<file path="src/rtl/snake_pkg.sv">
// Shared grid geometry, direction/state encodings and reset placement for the snake body.
package snake_pkg;

    localparam int GRID_W  = 64;
    localparam int GRID_H  = 48;
    localparam int MAX_LEN = 100;
    localparam int N_APPLE = 5;
    localparam int COORD_W = 6;
    localparam int LEN_W   = 7;

    typedef enum logic [1:0] {
        DIR_UP    = 2'b00,
        DIR_DOWN  = 2'b01,
        DIR_LEFT  = 2'b10,
        DIR_RIGHT = 2'b11
    } dir_e;

    typedef enum logic [1:0] {
        ST_IDLE   = 2'b00,
        ST_CALC   = 2'b01,
        ST_COMMIT = 2'b10,
        ST_DEAD   = 2'b11
    } state_e;

    localparam logic [COORD_W-1:0] HEAD_X0 = 6'd32;
    localparam logic [COORD_W-1:0] HEAD_Y0 = 6'd24;
    localparam logic [LEN_W-1:0]   LEN0    = 7'd3;

    // Up/down and left/right differ only in bit 0.
    function automatic dir_e opposite(input dir_e d);
        return dir_e'({d[1], ~d[0]});
    endfunction

endpackage

</file>
<file path="src/rtl/snake_next_head.sv">
// Combinational next-head position and wall test for one step in the given direction.
module snake_next_head
    import snake_pkg::*;
(
    input  logic [COORD_W-1:0] head_x,
    input  logic [COORD_W-1:0] head_y,
    input  dir_e               dir,
    output logic [COORD_W-1:0] next_x,
    output logic [COORD_W-1:0] next_y,
    output logic               wall_hit
);

    always_comb begin
        next_x = head_x;
        next_y = head_y;
        case (dir)
            DIR_UP:    next_y = head_y - 6'd1;
            DIR_DOWN:  next_y = head_y + 6'd1;
            DIR_LEFT:  next_x = head_x - 6'd1;
            DIR_RIGHT: next_x = head_x + 6'd1;
        endcase
        // Border row/column is wall; a live head never sits on it, so no wrap case arises.
        wall_hit = (next_x == '0) || (next_x >= COORD_W'(GRID_W - 1)) ||
                   (next_y == '0) || (next_y >= COORD_W'(GRID_H - 1));
    end

endmodule

</file>
<file path="src/rtl/snake_body.sv">
// Snake body store with step FSM IDLE -> CALC -> COMMIT (or DEAD on collision).
// Define SNAKE_SELF_HIT_EN to make body collisions fatal; otherwise only walls kill.
module snake_body #(
    parameter int MAX_LEN = snake_pkg::MAX_LEN,
    parameter int N_APPLE = snake_pkg::N_APPLE
) (
    input  logic                 clk,
    input  logic                 rst,
    input  logic                 move_tick,
    input  logic [1:0]           dir_in,
    input  logic                 dir_valid,
    input  logic [6*N_APPLE-1:0] apple_x,
    input  logic [6*N_APPLE-1:0] apple_y,
    output logic [6*MAX_LEN-1:0] snake_x,
    output logic [6*MAX_LEN-1:0] snake_y,
    output logic [6:0]           length,
    output logic [N_APPLE-1:0]   eaten,
    output logic                 busy,
    output logic                 dead
);
    import snake_pkg::*;

    localparam int BUS_W = COORD_W * MAX_LEN;

    state_e               state_q, state_d;
    dir_e                 dir_q, dir_d;
    logic [BUS_W-1:0]     snake_x_q, snake_x_d;
    logic [BUS_W-1:0]     snake_y_q, snake_y_d;
    logic [LEN_W-1:0]     len_q, len_d;
    logic [N_APPLE-1:0]   eaten_q, eaten_d;
    logic                 busy_q, busy_d;
    logic                 dead_q, dead_d;

    // Step result captured at the CALC edge and applied at the COMMIT edge.
    logic [COORD_W-1:0]   nx_q, nx_d;
    logic [COORD_W-1:0]   ny_q, ny_d;
    logic                 kill_q, kill_d;
    logic [N_APPLE-1:0]   hit_q, hit_d;

    logic [COORD_W-1:0]   nh_x, nh_y;
    logic                 wall_hit;
    logic                 self_hit;
    logic [N_APPLE-1:0]   apple_hit;
    logic [LEN_W-1:0]     grown_len;
    logic [BUS_W-1:0]     commit_x, commit_y;

    function automatic logic [BUS_W-1:0] init_bus(input logic [COORD_W-1:0] head,
                                                  input logic               trail_left);
        logic [BUS_W-1:0] bus;
        bus = '0;
        for (int k = 0; k < int'(LEN0); k++) begin
            bus[COORD_W*(MAX_LEN-1-k) +: COORD_W] = head - (trail_left ? COORD_W'(k) : '0);
        end
        return bus;
    endfunction

    snake_next_head u_next_head (
        .head_x   (snake_x_q[COORD_W*(MAX_LEN-1) +: COORD_W]),
        .head_y   (snake_y_q[COORD_W*(MAX_LEN-1) +: COORD_W]),
        .dir      (dir_q),
        .next_x   (nh_x),
        .next_y   (nh_y),
        .wall_hit (wall_hit)
    );

    always_comb begin
        apple_hit = '0;
        for (int i = 0; i < N_APPLE; i++) begin
            apple_hit[i] = (apple_x[COORD_W*i +: COORD_W] == nh_x) &&
                           (apple_y[COORD_W*i +: COORD_W] == nh_y);
        end
    end

`ifdef SNAKE_SELF_HIT_EN
    int tail_idx;

    // The current tail moves away this step unless the snake grows, so it may be entered.
    always_comb begin
        tail_idx = MAX_LEN - int'(len_q);
        self_hit = 1'b0;
        for (int k = 0; k < MAX_LEN; k++) begin
            if ((snake_x_q[COORD_W*k +: COORD_W] == nh_x) &&
                (snake_y_q[COORD_W*k +: COORD_W] == nh_y) &&
                !((k == tail_idx) && (apple_hit == '0))) begin
                self_hit = 1'b1;
            end
        end
    end
`else
    assign self_hit = 1'b0;
`endif

    // Shift toward slot 0, then clear everything below the new tail so idle slots read (0,0).
    always_comb begin
        grown_len = len_q;
        if ((hit_q != '0) && (len_q < LEN_W'(MAX_LEN))) begin
            grown_len = len_q + 7'd1;
        end
        commit_x = {nx_q, snake_x_q[BUS_W-1:COORD_W]};
        commit_y = {ny_q, snake_y_q[BUS_W-1:COORD_W]};
        for (int k = 0; k < MAX_LEN; k++) begin
            if (k < MAX_LEN - int'(grown_len)) begin
                commit_x[COORD_W*k +: COORD_W] = '0;
                commit_y[COORD_W*k +: COORD_W] = '0;
            end
        end
    end

    always_comb begin
        state_d   = state_q;
        dir_d     = dir_q;
        snake_x_d = snake_x_q;
        snake_y_d = snake_y_q;
        len_d     = len_q;
        eaten_d   = '0;
        busy_d    = busy_q;
        dead_d    = dead_q;
        nx_d      = nx_q;
        ny_d      = ny_q;
        kill_d    = kill_q;
        hit_d     = hit_q;

        if (dir_valid && (dir_e'(dir_in) != opposite(dir_q))) begin
            dir_d = dir_e'(dir_in);
        end

        case (state_q)
            ST_IDLE: begin
                if (move_tick) begin
                    state_d = ST_CALC;
                    busy_d  = 1'b1;
                end
            end
            ST_CALC: begin
                nx_d    = nh_x;
                ny_d    = nh_y;
                kill_d  = wall_hit | self_hit;
                hit_d   = wall_hit ? '0 : apple_hit;
                state_d = ST_COMMIT;
            end
            ST_COMMIT: begin
                busy_d = 1'b0;
                if (kill_q) begin
                    state_d = ST_DEAD;
                    dead_d  = 1'b1;
                end else begin
                    state_d   = ST_IDLE;
                    eaten_d   = hit_q;
                    len_d     = grown_len;
                    snake_x_d = commit_x;
                    snake_y_d = commit_y;
                end
            end
            default: ;
        endcase
    end

    always_ff @(posedge clk) begin
        if (rst) begin
            state_q   <= ST_IDLE;
            dir_q     <= DIR_RIGHT;
            snake_x_q <= init_bus(HEAD_X0, 1'b1);
            snake_y_q <= init_bus(HEAD_Y0, 1'b0);
            len_q     <= LEN0;
            eaten_q   <= '0;
            busy_q    <= 1'b0;
            dead_q    <= 1'b0;
        end else begin
            state_q   <= state_d;
            dir_q     <= dir_d;
            snake_x_q <= snake_x_d;
            snake_y_q <= snake_y_d;
            len_q     <= len_d;
            eaten_q   <= eaten_d;
            busy_q    <= busy_d;
            dead_q    <= dead_d;
        end
        nx_q   <= nx_d;
        ny_q   <= ny_d;
        kill_q <= kill_d;
        hit_q  <= hit_d;
    end

    assign snake_x = snake_x_q;
    assign snake_y = snake_y_q;
    assign length  = len_q;
    assign eaten   = eaten_q;
    assign busy    = busy_q;
    assign dead    = dead_q;

endmodule

</file>
<file path="config.mk">
export PLATFORM = sky130hd
export DESIGN_NAME = snake_body
export DESIGN_NICKNAME = d
export VERILOG_FILES = /design/src/rtl/snake_pkg.sv /design/src/rtl/snake_next_head.sv /design/src/rtl/snake_body.sv
export SDC_FILE = /design/constraint.sdc
export NUM_CORES = 1
export LEC_CHECK = 0
export CAP_MARGIN = 10
export CORE_AREA = 2 2 503 505
export CTS_CLUSTER_SIZE = 10
export DETAILED_ROUTE_END_ITERATION = 12
export DIE_AREA = 0 0 505 507
export GPL_ROUTABILITY_DRIVEN = 0
export GPL_TIMING_DRIVEN = 0
export PLACE_DENSITY_LB_ADDON = 0.15
export SETUP_SLACK_MARGIN = 0.3
export SLEW_MARGIN = 20
export SYNTH_ARGS = -nofsm -noshare
export SYNTH_HDL_FRONTEND = slang
export SYNTH_SLANG_ARGS = --single-unit
</file>
<file path="constraint.sdc">
create_clock -name clk -period 4.3 [get_ports clk]
set_clock_uncertainty 0.1 [all_clocks]
set_input_delay 0.43 -clock clk [delete_from_list [all_inputs] [get_ports clk]]
set_output_delay 0.43 -clock clk [all_outputs]
set_load 0.005 [all_outputs]
</file>
---- Word-level counts from Yosys, hierarchy flattened ----
Cells that the tools add are included.
cells by class
  $add $sub $neg .......................... 6
  magnitude comparators ................... 103
  equality and inequality tests ........... 17
  multiplexer cells ....................... 208
  bitwise gates (word level) .............. 3
  reduce and logical (&&, ||, !) cells .... 22
operators by type and width
  operator             count
  $mux 6               200
  $lt 8x8->1 const A   36
  $lt 7x8->1 const A   32
  $lt 6x8->1 const A   16
  $lt 5x8->1 const A   8
  $eq 6x6->1           10
  $lt 4x8->1 const A   4
  $pmux 6 s2           2
  $lt 3x8->1 const A   2
  $add 6x1->6 const B  2
  $ge 6x6->1 const B   2
  $logic_not 6->1      2
  $sub 6x1->6 const B  2
  $lt 1x8->1 const A   1
  $lt 2x8->1 const A   1
  $reduce_and 2->1     4
  $sub 7x7->8 const A  1
  $add 7x1->7 const B  1
  $logic_and 1x1->1    7
  $lt 7x7->1 const B   1
  $mux 7               1
  $eq 2x2->1 const B   3
  $pmux 2 s3           1
  $reduce_bool 5->1    1
  other kinds (12)     19
word-level totals
  register bits ........................... 1236
  bits of input ports ..................... 66
  output and inout port bits .............. 1214
  word-level logic and storage cells ...... 371

---- Longest topological paths before layout ----
Gate-level depths: netlist of the first run.
  depth after elaboration ................. 6
  depth in mapped cells ................... 17
  mapped depth without buffers ............ 12

---- Modules after synthesis ----
From an unflattened synthesis of the first run, not the netlist that was laid out.
second synthesis, totals
  cells, all modules ...................... 4694
  area, all modules ....................... 45942.8 um^2
by module, submodules not included
  module           instances  cells each  area an instance (um^2)  sequential area each (um^2)
  snake_body       1          4598        45260.9                  24923.9
  snake_next_head  1          96          681.9                    0.0

---- Least setup slack after synthesis of the first run ----
OpenSTA, ideal clock, no wires.
  path kind ............................... flip-flop to flip-flop
  from .................................... register hit_q[1]
  to ...................................... register snake_x_q[552] (netlist: snake_x[552])
  library setup time ...................... 0.117 ns
  arrival ................................. 3.704 ns
  required time ........................... 4.083 ns
  setup slack ............................. 0.379 ns
  cell stages (with the launch flop) ...... 18
  buffers on the path ..................... 5
  clock period less this slack ............ 3.921 ns
  cells stage by stage .................... edfxtp_1 > or4_4 > buf_6 > o21ai_4 > mux2i_1 > ha_1 > buf_2 > nor2_1 > o2111a_1 > a21oi_2 > buf_4 > o211ai_2 > o32a_1 > nand3_2 > buf_6 > o31ai_1 > buf_2 > a22o_1
between the ends
  cells in the longest elaborated chain, start to end .. 6
ends and longest elaborated chain
  element                 RTL line           source
  start, declared         snake_body.sv:38   logic [N_APPLE-1:0] hit_q, hit_d;
  start signal, assigned  snake_body.sv:181  hit_q <= hit_d;
  $reduce_bool 5->1       snake_body.sv:96   if ((hit_q != '0) && (len_q < LEN_W'(MAX_LEN))) begin
  $logic_and 1x1->1       snake_body.sv:96
  $mux 7                  snake_body.sv:96
  $sub 7x7->8             snake_body.sv:102  if (k < MAX_LEN - int'(grown_len)) begin
  $lt 8x8->1              snake_body.sv:102
  $mux 6                  snake_body.sv:102
  end signal, assigned    snake_body.sv:162  snake_x_q <= init_bus(HEAD_X0, 1'b1);
  end signal, assigned    snake_body.sv:171  snake_x_q <= snake_x_d;
  end, declared           snake_body.sv:27   logic [BUS_W-1:0] snake_x_q, snake_x_d;
No other way between the ends.
A chain may end at the register's enable or synchronous reset.

---- Final worst setup path of the first run ----
  from .................................... register hit_q[1]
  to ...................................... register snake_x_q[183] (netlist: snake_x[183])
between the ends
  cells in the longest elaborated chain, start to end .. 6
ends and longest elaborated chain
  element            RTL line
  $reduce_bool 5->1  snake_body.sv:96
  $logic_and 1x1->1  snake_body.sv:96
  $mux 7             snake_body.sv:96
  $sub 7x7->8        snake_body.sv:102
  $lt 6x8->1         snake_body.sv:102
  $mux 6             snake_body.sv:102
No other way between the ends.

==> impl_results.md, run 1 <==
- Worst VDD drop: 388 uV
- Synth top area cells: dfxtp_1 (57%), a22o_1 (16%), nand2_1 (3.4%), a21oi_1 (2.7%), nand3_1 (2.3%)
- Max-Cap Viols: 0
- Syn Inst Count: 3997
- Ys async rst share: 0
- Non-Filler Instances: 9146
- Layout cells sized above 1: 0.169
- Die Wd: 505 um
- Critical register-to-register path startpoint: hit_q[1]
- Arrival @ worst endpoint: 4870 ps
- Die area: 0.256 sq mm
- Final Instance Area: 0.0717 sq mm
- Initial drt markers: 2522
- Clock tree buffer depth: 3
- CP endpoint kind: flop
- Post-synth top area share: 0.568
- PortBufs: 1278
- Syn. warnings: 0
- Critical path class: reg -> reg
- Unique masters post-synth: 94
- P per Cell Area: 372 mW/mm^2
- Register area share after synthesis: 0.580
- Final setup viols: 0
- Area post-placement: 0.0604 sq mm
- Sink Count: 1236
- Clock Root Buffer: clkbuf_16
- Final Hold Vio Count: 0
- Setup WS pre-CTS: -1640 ps
- Post-Syn Area: 0.0430 sq mm
- TritonCTS Buffers: 154
- Slew margin rel.: 0.0802
- Die H: 507 um
- Starting Density: 0.172
- Drc violations: 0
- Standard-cell row count: 184
- RSZ-0062 raised after global routing: true
- DR WL/cell: 32.5 um
- Largest net degree at the start of global routing: 20
- Status: finished clean
- Worst Path Max Fanout: 6
- Power after layout: 26.6 mW
- Vias in the first global route: 39900
- CP Launch Point: hit_q[1]
- Post-layout minimum cycle time: 4280 ps
- Clk pin slew, worst setup/hold paths: 60 ps
- CTS tree: yes
- FMAX: 0.234 GHz
- Synth cell count leaders: dfxtp_1 (1218), a22o_1 (786), nand2_1 (391)
- Largest area contributor in the netlist: dfxtp_1
- Leak pwr: 24.8 nW
- Worst hold margin: 203 ps
- Reg2Reg Setup Slack: 20 ps
- Predominant post-synthesis flop cell: dfxtp_1
- WP data required: 4890 ps
- Worst Reg-to-Reg Cells: 21
- H-tree levels: 4
- Nets: 5786
- Post-CTS Hold Fix Bufs: 0
- Post-DR vias/cell: 4.48
- Core area: 0.250 sq mm
- Worst-Skew Late Latency: 810 ps
- Least-Margin Pin Slew: 1380 ps
- Worst Setup EP: snake_x[183]
- Post-Route Utilization: 0.286
- Filler cells: 26200
- Initial antenna violation count: 19
- Area Overhead vs Synth: 66.8%
- Syn_nets: 4080
- Final Cycle Share: 0.995
- Final WL: 297000 um
- Vias: 40900
- #FFs+latches synth: 1236
- First-pass GRT wire length: 379000 um
- Detailed placement HPWL: 237000 um
- Element type at the critical path start: flop
- Count leader, synth: dfxtp_1
- Drt pass-1 iters: 9
- Final ANT Viol Nets: 0
- Total Negative Setup Slacks: 0 ps
- Io pins: 1280
- GRT overflow: 0
- Final Max Tran Viols: 0
- Worst Hold Class: in -> reg
- Synth Area per Inst: 10.7 sq um
- Post-synth EDFFs: 18
- FF-to-FF End: snake_x[183]
- Total track usage: 0.216
- Cells after DPL: 8640
- Final WS setup: 20.0 ps
-- worst min path at each step --
| stage | start | to | slack (ps) | depth (start not counted) |
|---|---|---|---|---|
| floorplan | nx_q[5] | snake_x[599] | 330 | 2 |
| global placement | nx_q[3] | snake_x[597] | 340 | 1 |
| detailed placement | ny_q[3] | snake_y[597] | 340 | 2 |
| CTS | dir_valid | dir_q[0] | 100 | 4 |
| global route | dir_valid | dir_q[0] | 190 | 3 |
| finish | dir_valid | dir_q[0] | 200 | 4 |
-- report_power, final --
part	internal, mW	leakage [nW]	switching [mW]
logic	0.847	12.5	1.76
registers	11.5	9.98	0.0315
clock network	7.05	2.25	5.41
-- critical path, cell delays in order (launching register included) --
cell and delay, ps:
edfxtp_1 380, or4_4 610, buf_8 160, o21ai_4 180, buf_6 150, xor2_2 60
ha_2 190, buf_6 130, nor2b_1 240, a21oi_4 130, buf_6 160, o211ai_4 110
buf_4 160, buf_6 100, nor2_4 40, nor3_4 430, buf_4 200, buf_6 90
o21ai_4 60, buf_12 150, buf_8 130, a22o_1 190
-- cells by family after synthesis --
kind of cell | synth area share
compound gates | 0.268
flops | 0.580
simple gates | 0.0810
fa+ha+maj | 0.00530
xor+xnor | 0.0190
mux | 0.00463
buf+inv | 0.0417
-- layout by cell type, fill, tap and decap left out, types with 39 or more instances in the layout --
cell and count:
nand2_1 379, buf_8 43, clkbuf_1 212, buf_6 100, clkbuf_2 43, clkbuf_16 201, a32o_1 39, a21oi_1 187
nand3_1 175, inv_1 50, clkdlybuf4s50_1 1278, buf_12 77, dfxtp_1 1218, xnor2_1 46, o22ai_1 64, buf_4 110
o211ai_1 69, a22o_1 785
-- flip-flops by register name, summed over array words and instances (netlist names) --
name / cells
busy: 1
dead: 1
dir_q: 2
eaten: 5
hit_q: 5
kill_q: 1
length: 7
nx_q: 6
ny_q: 6
snake_x: 600
snake_y: 600
state_q: 2
-- layout make-up --
type                            count  area (sq um)  share of cell area
Antenna cell                       13          32.5            0.000454
Buffer                            361          2700              0.0376
Clock buffer                      214          4330              0.0605
Clock inverter                     24           295             0.00412
Inverter                           52           195             0.00272
Multi-Input combinational cell   2349         18400               0.256
Sequential cell                  1236         24900               0.348
Tap cell                         3348          4190              0.0585
Timing Repair Buffer             1549         16600               0.232
-- per-layer routing --
layer,wire [um],track usage
met1,121000,0.256
met2,144000,0.373
met3,24000,0.0708
met4,7730,0.0545
met5,0,0
-- what timing repair did --
item                                    4_1_cts  5_1_grt
resized for setup                           299      585
gates cloned                                  3       66
pin swaps                                    55      199
buffers inserted                             86      101
endpoints found under the setup margin     1206     1195
(Power assumes the default switching activity.)
==> run 2, diff against run 1 <==
- CORE_AREA: 2 2 503 505 -> 2 2 500 502
- DIE_AREA: 0 0 505 507 -> 0 0 502 504
- SKIP_LAST_GASP: default -> 1
- SLEW_MARGIN: 20 -> default
- SYNTH_HIERARCHICAL: default -> 1
==> impl_results.md, run 2 <==
- Critical path class: reg -> reg
- FMAX: 0.238 GHz (+1.9%)
- Io pins: 1280 (unchanged)
- Arrival @ worst endpoint: 4730 ps (-140 ps)
- Predominant post-synthesis flop cell: dfxtp_1
- #FFs+latches synth: 1236 (unchanged)
- PortBufs: 1278 (unchanged)
- Largest net degree at the start of global routing: 20 (unchanged)
- Vias: 46300 (+13%)
- Unique masters post-synth: 96 (+2.1%)
- Starting Density: 0.186 (+0.0141)
- Synth top area cells: dfxtp_1 (53%), a22o_1 (8.5%), nand2_1 (5.6%), a21oi_1 (3.3%), clkbuf_1 (2.7%)
- Detailed placement HPWL: 259000 um (+9.3%)
- Worst-Skew Late Latency: 810 ps (about the same)
- Setup WS pre-CTS: -1450 ps (+186 ps)
- RSZ-0062 raised after global routing: true
- P per Cell Area: 383 mW/mm^2 (+3.1%)
- Post-synth top area share: 0.531 (-0.0368)
- Initial drt markers: 3050 (+21%)
- Worst Path Max Fanout: 10 (+4)
- Post-DR vias/cell: 4.76 (+6.4%)
- Slew margin rel.: 0.126 (+0.0462)
- Synth cell count leaders: dfxtp_1 (1218), nand2_1 (680), a22o_1 (447)
- Register area share after synthesis: 0.542 (-0.0376)
- Vias in the first global route: 45200 (+13%)
- Post-synth EDFFs: 18 (unchanged)
- Total Negative Setup Slacks: 0 ps (unchanged)
- Clock tree buffer depth: 3 (unchanged)
- Standard-cell row count: 183 (-0.54%)
- Die Wd: 502 um (-0.59%)
- Final setup viols: 0 (unchanged)
- Final Max Tran Viols: 0 (unchanged)
- Layout cells sized above 1: 0.138 (-0.0303)
- Final Hold Vio Count: 0 (unchanged)
- Largest area contributor in the netlist: dfxtp_1
- Worst VDD drop: 349 uV (-10%)
- Crit-path cells: or4_4, buf_6, o21a_1, buf_6, mux2i_4, ha_4, nor2_2, o2111a_2, a21oi_4, buf_6, nand3_1, a211o_1, and3_1, buf_6, buf_12, a22oi_2, buf_6, buf_8, o22ai_1
- CP endpoint kind: flop
- Leading cell type in the layout, fill and taps excluded: clkdlybuf4s50_1
- Sink Count: 1236 (unchanged)
- Max-Cap Viols: 0 (unchanged)
- Die H: 504 um (-0.59%)
- Final WL: 322000 um (+8.1%)
- Clk pin slew, worst setup/hold paths: 50 ps (about the same)
- Post-Syn Area: 0.0459 sq mm (+6.9%)
- H-tree levels: 4 (unchanged)
- TritonCTS Buffers: 158 (+2.6%)
- First-pass GRT wire length: 421000 um (+11%)
- Nets: 6362 (+10%)
- Post-CTS Hold Fix Bufs: 0 (unchanged)
- Area Overhead vs Synth: 56.5%
- Final Cycle Share: 0.977 (-0.0182)
- Status: finished clean
- Count leader, synth: dfxtp_1
- Synth Area per Inst: 9.79 sq um (-8.9%)
- CTS tree: yes
- Most frequent cells in the layout: clkdlybuf4s50_1 (1278), dfxtp_1 (1216), nand2_1 (663), a22o_1 (446), clkbuf_1 (289)
- Die area: 0.253 sq mm (-1.2%)
- Reg2Reg Setup Slack: 100 ps (+80 ps)
- Initial antenna violation count: 26 (+7)
- Final WS setup: 98.4 ps (+78.3 ps)
- Syn. warnings: 6 (+6)
- Clock Root Buffer: clkbuf_16
- DR WL/cell: 33.1 um (+1.7%)
- Syn_nets: 4777 (+17%)
- Final ANT Viol Nets: 0 (unchanged)
- Core area: 0.248 sq mm (-1.2%)
- WP data required: 4830 ps (-60 ps)
- Cell mode on critical path: buf_6
- Leak pwr: 23.9 nW (-3.4%)
- Filler cells: 26100 (-0.65%)
- GRT overflow: 0 (unchanged)
- Power after layout: 27.5 mW (+3.4%)
- Drc violations: 0 (unchanged)
- Syn Inst Count: 4694 (+17%)
- Ys async rst share: 0 (unchanged)
- Critical path's slowest cell: or4_4
- Total track usage: 0.242 (+0.0261)
- Crit-path max cell delay: 540 ps (-70 ps)
- Post-layout minimum cycle time: 4200 ps (-78.3 ps)
- Least-Margin Pin Slew: 1310 ps (-69.3 ps)
- Worst Hold Class: in -> reg
- Post-Route Utilization: 0.290 (+0.00434)
- Drt pass-1 iters: 7 (-2)
- Element type at the critical path start: flop
## run 2: layout make-up
type                    instances  area, sq um  area share
flip-flops and latches       1236        24900       0.347
clock buffers                 229         4540      0.0632
diodes                         14         35.0    0.000487
well taps                    3330         4170      0.0580
plain buffers                 465         2830      0.0394
multi-input cells            2936        20100       0.279
repair buffers               1424        14600       0.203
inverters                      58          218     0.00303
clock inverters                31          494     0.00688
## run 2: metrics by stage
| step | instances | area [sq um] | hold slack [ps] |
|---|---|---|---|
| 6_report | 9723 | 71900 | 124 |
| 3_5_place_dp | 9325 | 63300 | 341 |
| 3_3_place_gp | 9302 | 62900 | 340 |
| 5_1_grt | 9713 | 71900 | 88.0 |
| 4_1_cts | 9666 | 70600 | 53.0 |
| 2_1_floorplan | 4694 | 45900 | 329 |
## run 2: metal layers
metal	GRT usage	vias to the layer above	part of all wire
met5	0	-	0.000040
met4	0.0742	2	0.033
met3	0.0754	336	0.082
met2	0.409	1866	0.48
met1	0.291	23400	0.41
li1	-	20700	-
## run 2: path summary, 6_finish.rpt
kind              from            to  cells past startpoint
max           hit_q[4]  snake_x[530]                     19
min          dir_in[0]      dir_q[0]                      3
max reg2reg   hit_q[4]  snake_x[530]                     19
min reg2reg    ny_q[0]  snake_y[594]                      1
## run 2: logic make-up (layout without fill, tap and decap cells)
kind of cell               count (synthesis)  in the layout  share of synthesized area
AOI/OAI and AO/OA                       1463           1464                      0.244
xor gates and xnor gates                  77             77                     0.0152
adders and majority gates                 17             17                    0.00496
buffers and inverters                    523           2207                     0.0487
DFF                                     1236           1236                      0.542
muxes                                     10             10                    0.00275
other                                      0             14                          0
and+or+nand+nor                         1368           1368                      0.142
## run 2: repair_timing
action	4_1_cts	5_1_grt
pin swaps	43	63
endpoints found under the setup margin	1211	1120
gates cloned	9	13
buffers inserted	72	30
gates resized for setup	367	217
## run 2: worst max-delay path, delay by kind of cell, from the launching register on
kind	cells	cell delay (ps)
muxes	1	220
DFF	1	370
and+or+nand+nor	4	830
AOI/OAI and AO/OA	6	1190
adders and majority gates	1	190
buffers and inverters	7	1080
## run 2: report_power, final
part / switching (mW) / leakage (nW) / internal [mW]
registers: 0.0693 / 9.98 / 11.6
logic: 1.84 / 11.5 / 0.719
clock network: 5.51 / 2.47 / 7.84
total: 7.42 / 23.9 / 20.1
